[config.mk]
export PLATFORM = sky130hd
export DESIGN_NAME = branch_issue_queue
export DESIGN_NICKNAME = d
export VERILOG_FILES = /design/src/rtl/branch_issue_queue_pkg.sv /design/src/rtl/branch_issue_queue.sv
export SDC_FILE = /design/constraint.sdc
export NUM_CORES = 2
export LEC_CHECK = 0
export CORE_ASPECT_RATIO = 0.9
export CORE_MARGIN = 5
export CORE_UTILIZATION = 61
export CTS_BUF_LIST = sky130_fd_sc_hd__clkbuf_16
export DETAILED_ROUTE_END_ITERATION = 8
export PLACE_DENSITY = 0.88
export SETUP_SLACK_MARGIN = 0.15
export SYNTH_ARGS = -nofsm -noshare
export SYNTH_HDL_FRONTEND = slang
export SYNTH_SLANG_ARGS = --single-unit
[constraint.sdc]
create_clock -name clk_i -period 4.65 [get_ports clk_i]
set_input_delay 0.465 -clock clk_i [delete_from_list [all_inputs] [get_ports clk_i]]
set_output_delay 0.465 -clock clk_i [all_outputs]
set_load 0.1 [all_outputs]
[src/rtl/branch_issue_queue_pkg.sv]
// ============================================================================
// branch_issue_queue_pkg : payload type carried by the branch issue queue
// Rev 1.0
// ============================================================================
`default_nettype none

package branch_issue_queue_pkg;

    typedef struct packed {
        logic [31:0] pc;
        logic [31:0] rs1_val;
        logic [31:0] rs2_val;
        logic [31:0] imm_val;
        logic [4:0]  rd_addr;
        logic [4:0]  ROB_tag;
        logic        branch;
        logic        jump;
        logic        took_branch;
    } branch_entry_t;

endpackage

`default_nettype wire

[src/rtl/branch_issue_queue.sv]
// ============================================================================
// branch_issue_queue : age-ordered reservation station feeding the branch unit
// Rev 1.0
// ============================================================================
`default_nettype none

module branch_issue_queue
    import branch_issue_queue_pkg::*;
#(
    parameter int DEPTH = 4,
    parameter int TAG_W = 5
) (
    input  logic                         clk_i,
    input  logic                         reset_ni,
    input  logic                         flush_i,
    input  logic                         disp_valid_i,
    output logic                         disp_ready_o,
    input  branch_entry_t                disp_data_i,
    input  logic [TAG_W-1:0]             disp_rs1_tag_i,
    input  logic [TAG_W-1:0]             disp_rs2_tag_i,
    input  logic                         disp_rs1_rdy_i,
    input  logic                         disp_rs2_rdy_i,
    input  logic                         cdb_valid_i,
    input  logic [TAG_W-1:0]             cdb_tag_i,
    input  logic [31:0]                  cdb_val_i,
    output logic                         issue_valid_o,
    input  logic                         issue_ready_i,
    output branch_entry_t                issue_data_o,
    output logic [$clog2(DEPTH+1)-1:0]   occupancy_o
);

    localparam int OCC_W = $clog2(DEPTH + 1);
    localparam int IDX_W = $clog2(DEPTH);
    localparam logic [OCC_W-1:0] FULL_OCC = OCC_W'(DEPTH);

    logic [DEPTH-1:0] valid;
    logic [DEPTH-1:0] rs1_rdy;
    logic [DEPTH-1:0] rs2_rdy;
    branch_entry_t    ent     [DEPTH];
    logic [TAG_W-1:0] rs1_tag [DEPTH];
    logic [TAG_W-1:0] rs2_tag [DEPTH];
    // older[i][j] = 1 : entry i was allocated before entry j
    logic [DEPTH-1:0] older   [DEPTH];
    logic [OCC_W-1:0] occ;

    logic [DEPTH-1:0] eligible;
    logic [DEPTH-1:0] sel;
    logic [IDX_W-1:0] alloc_idx;
    logic             disp_fire;
    logic             issue_fire;
    logic             cdb_live;
    branch_entry_t    new_ent;
    logic             new_rs1_rdy;
    logic             new_rs2_rdy;

    assign eligible      = valid & rs1_rdy & rs2_rdy;
    assign disp_ready_o  = !flush_i && (occ < FULL_OCC);
    assign disp_fire     = disp_valid_i && disp_ready_o;
    assign issue_valid_o = !flush_i && (|eligible);
    assign issue_fire    = issue_valid_o && issue_ready_i;
    assign cdb_live      = cdb_valid_i && !flush_i;
    assign occupancy_o   = occ;

    // Oldest eligible wins: an entry is blocked by any eligible entry older than it.
    always_comb begin
        sel = '0;
        for (int i = 0; i < DEPTH; i++) begin
            sel[i] = eligible[i];
            for (int k = 0; k < DEPTH; k++) begin
                if (eligible[k] && older[k][i]) begin
                    sel[i] = 1'b0;
                end
            end
        end
    end

    always_comb begin
        issue_data_o = '0;
        for (int i = 0; i < DEPTH; i++) begin
            if (sel[i]) begin
                issue_data_o = ent[i];
            end
        end
    end

    always_comb begin
        alloc_idx = '0;
        for (int i = DEPTH - 1; i >= 0; i--) begin
            if (!valid[i]) begin
                alloc_idx = IDX_W'(i);
            end
        end
    end

    // Ops without an rs2 (JALR and non-branch ops) mark rs2 ready at dispatch.
    always_comb begin
        new_ent     = disp_data_i;
        new_rs1_rdy = disp_rs1_rdy_i;
        new_rs2_rdy = disp_rs2_rdy_i || disp_data_i.jump || !disp_data_i.branch;
        if (!new_rs1_rdy && cdb_live && (cdb_tag_i == disp_rs1_tag_i)) begin
            new_ent.rs1_val = cdb_val_i;
            new_rs1_rdy     = 1'b1;
        end
        if (!new_rs2_rdy && cdb_live && (cdb_tag_i == disp_rs2_tag_i)) begin
            new_ent.rs2_val = cdb_val_i;
            new_rs2_rdy     = 1'b1;
        end
    end

    always_ff @(posedge clk_i or negedge reset_ni) begin
        if (!reset_ni) begin
            valid   <= '0;
            rs1_rdy <= '0;
            rs2_rdy <= '0;
            occ     <= '0;
            for (int i = 0; i < DEPTH; i++) begin
                ent[i]     <= '0;
                rs1_tag[i] <= '0;
                rs2_tag[i] <= '0;
                older[i]   <= '0;
            end
        end else if (flush_i) begin
            valid <= '0;
            occ   <= '0;
            for (int i = 0; i < DEPTH; i++) begin
                older[i] <= '0;
            end
        end else begin
            for (int i = 0; i < DEPTH; i++) begin
                if (valid[i] && !rs1_rdy[i] && cdb_valid_i && (rs1_tag[i] == cdb_tag_i)) begin
                    ent[i].rs1_val <= cdb_val_i;
                    rs1_rdy[i]     <= 1'b1;
                end
                if (valid[i] && !rs2_rdy[i] && cdb_valid_i && (rs2_tag[i] == cdb_tag_i)) begin
                    ent[i].rs2_val <= cdb_val_i;
                    rs2_rdy[i]     <= 1'b1;
                end
                if (issue_fire && sel[i]) begin
                    valid[i] <= 1'b0;
                end
            end
            if (disp_fire) begin
                valid[alloc_idx]   <= 1'b1;
                ent[alloc_idx]     <= new_ent;
                rs1_tag[alloc_idx] <= disp_rs1_tag_i;
                rs2_tag[alloc_idx] <= disp_rs2_tag_i;
                rs1_rdy[alloc_idx] <= new_rs1_rdy;
                rs2_rdy[alloc_idx] <= new_rs2_rdy;
                for (int k = 0; k < DEPTH; k++) begin
                    older[k][alloc_idx] <= valid[k];
                end
                older[alloc_idx] <= '0;
            end
            occ <= occ + OCC_W'(disp_fire) - OCC_W'(issue_fire);
        end
    end

endmodule

`default_nettype wire

==> results.toml <==
[yosys]
syn_nets = 3357
synth_compound_area_share_pct = 18.3
synth_seq_area_share_pct = 53.5
synth.area.mux_share_pct = 0.0337
synthAdderAreaFrac_pct = 0.152
synth_ff_type = "dfrtp_1"
synth.area.top_cells = "dfrtp_1, nand2_1, o221a_2, a221oi_1, a221o_1"
synth_cell_types = 57
yosys.area.top_type_share_pct = 53.5
synthCells = 3158
synth-async-reset-ratio_pct = 100
synth_top_family_by_area = "simple AND/OR/NAND/NOR gates"
synth_top_area_cell = "dfrtp_1"
synth.cell_area_sq_um = 29700
synth_xor_area_share_pct = 1.53
ys_warn_count = 0
syn_area_per_cell_sq_um = 9.41
ys_ff_latch = 635
synth-edff-count = 0
synth_simple_gate_area_share_pct = 22.0

[cts]
clock_latency_ns = 0.60
root_buffer = "clkbuf_16"
cts_tree = "yes"
cts_max_level = 3
holdBufCountCts = 1
post-cts-setup-buffers = 0
clkSlewWorstSetupHoldPaths_ns = 0.06
clkSinkCount = 635
tritoncts.num_buffers = 66
cts.repair.resized = 0
clk_path_buf_depth = 3

[detailed_routing]
drt_iter0_drc = 3563
viasPerCell = 6.95
wl_per_cell_microns = 25.3
vias = 27800
antenna_left = 0
drcViolationCount = 0
dr.pass1.iters = 8
drt_wl_total_mm = 101

[die]
die_area_sq_um = 53200
io_pins = 342
dieHeight_microns = 219
die_x_microns = 243
fp.coreArea_sq_um = 48000
rows = 76
start_util_pct = 61.9

[power_and_ir_drop]
power_mw = 19.9
power.density_nw_per_um2 = 569
swShare_pct = 37.3
ir_worst_vdd_mv = 0.437
combinationalPowerShare_pct = 31.1
internal_power_mw = 12.5
seq_power_share_pct = 43.9
leakage_nw = 17.2
switching_power_mw = 7.43
clockPowerShare_pct = 24.9

[min_path]
whs_path_depth = 2
hold_end = "ent[16]"
hp-start = "ent[16]"
hold_path_class = "reg2reg"

[timing]
period_minus_slack_ns = 4.31
fin_ws_ns = 0.342
worstMarginPinSlew_ns = 1.39
slew_viol_final = 0
setup_violations = 0
rsz0062_at_grt = "false"
tns_ns = 0
skew_ns = 0.0209
slew_headroom_pct = 7.02
fmax_mhz = 232
hold_violations = 0
fin_crit_sh_pct = 92.7

[layout]
final_cell_mix = "nand2_1, dfrtp_1, clkdlybuf4s50_1"
drive_above_1_share_pct = 14.0
nNetsFinal = 3520
final_common_cell = "nand2_1"
area_growth_pct = 17.6

[grt]
first_global_vias = 28600
antenna_found_initial = 8
grt_usage_pct = 36.9
grt_max_degree = 143
grt-ovfl-total = 0
grt_pass1_wl_mm = 157

[worst_setup_path]
regToRegSetupSlack_ns = 1.23
required_ns = 4.18
ff2ff_path_depth = 6
crit_fanout = 96
r2r-start = "valid[1]"
r2r_end = "ent[544]"
startpoint_type = "flip-flop"
end_kind = "output pin"
arrival_ns = 3.84
critPathKind = "reg2out"

[placed_design]
placement.io_buffers = 341
dp_slack_ns = 1.06
hpwlAfterDp_mm = 58.6
gp_congestion = 0.887

[job]
cap_viol_max_count = 0

[run_status]
outcome = "complete, no violations"
## how the worst max path moves through the flow
| stage | from | endpoint |
|---|---|---|
| floorplan | flush_i | occupancy_o[2] |
| global placement | cdb_tag_i[2] | ent[227] |
| detailed placement | cdb_tag_i[2] | ent[78] |
| CTS | valid[2] | issue_data_o[71] |
| global route | valid[1] | issue_data_o[73] |
| finish | valid[1] | issue_data_o[73] |
## power groups by stage
| stage | registers [mW] | clock network (mW) | logic, mW |
|---|---|---|---|
| after floorplan | 8.44 | 0 | 4.58 |
| after global placement | 8.61 | 0 | 5.90 |
| after detailed placement | 8.75 | 0 | 6.13 |
| after CTS | 8.69 | 4.98 | 6.16 |
| after global routing | 8.93 | 5.21 | 6.61 |
| final | 8.74 | 4.96 | 6.19 |
## metrics by stage
stage / cell area (sq um) / hold WS (ns) / util, % / std cells
after global routing: 34900 / 0.481 / 72.8 / 3991
final: 34900 / 0.474 / 72.8 / 3992
after CTS: 34900 / 0.462 / 72.8 / 3988
after floorplan: 29700 / 0.169 / - / 3158
after global placement: 33000 / 0.457 / 68.6 / 3876
after detailed placement: 33000 / 0.463 / 68.6 / 3876
## synth_stat cells (all sizes together), types with 3 or more instances
| library cell | count |
|---|---|
| a21oi | 11 |
| a221o | 96 |
| a221oi | 141 |
| a22oi | 3 |
| and2 | 3 |
| and3 | 102 |
| and4b | 4 |
| buf | 71 |
| clkbuf | 233 |
| dfrtp | 635 |
| inv | 14 |
| nand2 | 1068 |
| nand2b | 6 |
| nand3 | 13 |
| nand4 | 15 |
| nor2 | 166 |
| nor3 | 7 |
| nor4 | 8 |
| o21a | 4 |
| o21ai | 13 |
| o221a | 157 |
| o221ai | 3 |
| o22a | 32 |
| o22ai | 141 |
| or3 | 129 |
| xnor2 | 21 |
| xor2 | 31 |
## registers in the layout, indices dropped and copies added, names as in the netlist
register / count
rs1_rdy: 4
rs1_tag: 20
ent: 564
older: 16
rs2_tag: 20
occupancy_o: 3
valid: 4
rs2_rdy: 4
## worst max-delay path: stages, from the launching register on
cell and delay, ns:
dfrtp_1 0.65, nand3_1 0.23, o2111ai_4 0.33, buf_4 0.95, o22ai_1 0.17, nor2_1 0.35, buf_4 0.37
## per-layer routing
layer  part of all wire (%)  wire, microns  global-route usage (%)  up-vias
met5                  0.047             47                       0        -
met4                    4.9           4950                    19.6        8
met3                     13          13100                    10.4      415
met2                     46          46700                    58.1     2214
met1                     36          36200                    46.9    13600
li1                       -              -                       -    11600
## cell families after synthesis
logic type | after synthesis
fa+ha+maj | 3
xor+xnor | 52
simple gates | 1534
buf+inv | 318
flops | 635
compound gates | 615
mux | 1
## area by class of cell
type / instances / area (sq um)
diodes: 4 / 10.0
flip-flops and latches: 635 / 15900
clock inverters: 40 / 194
fillers: 3295 / 13100
repair buffers: 399 / 3600
multi-input cells: 2205 / 12600
inverters: 14 / 52.6
well taps: 624 / 781
clock buffers: 71 / 1780
Power figures use the tool's default switching activity.
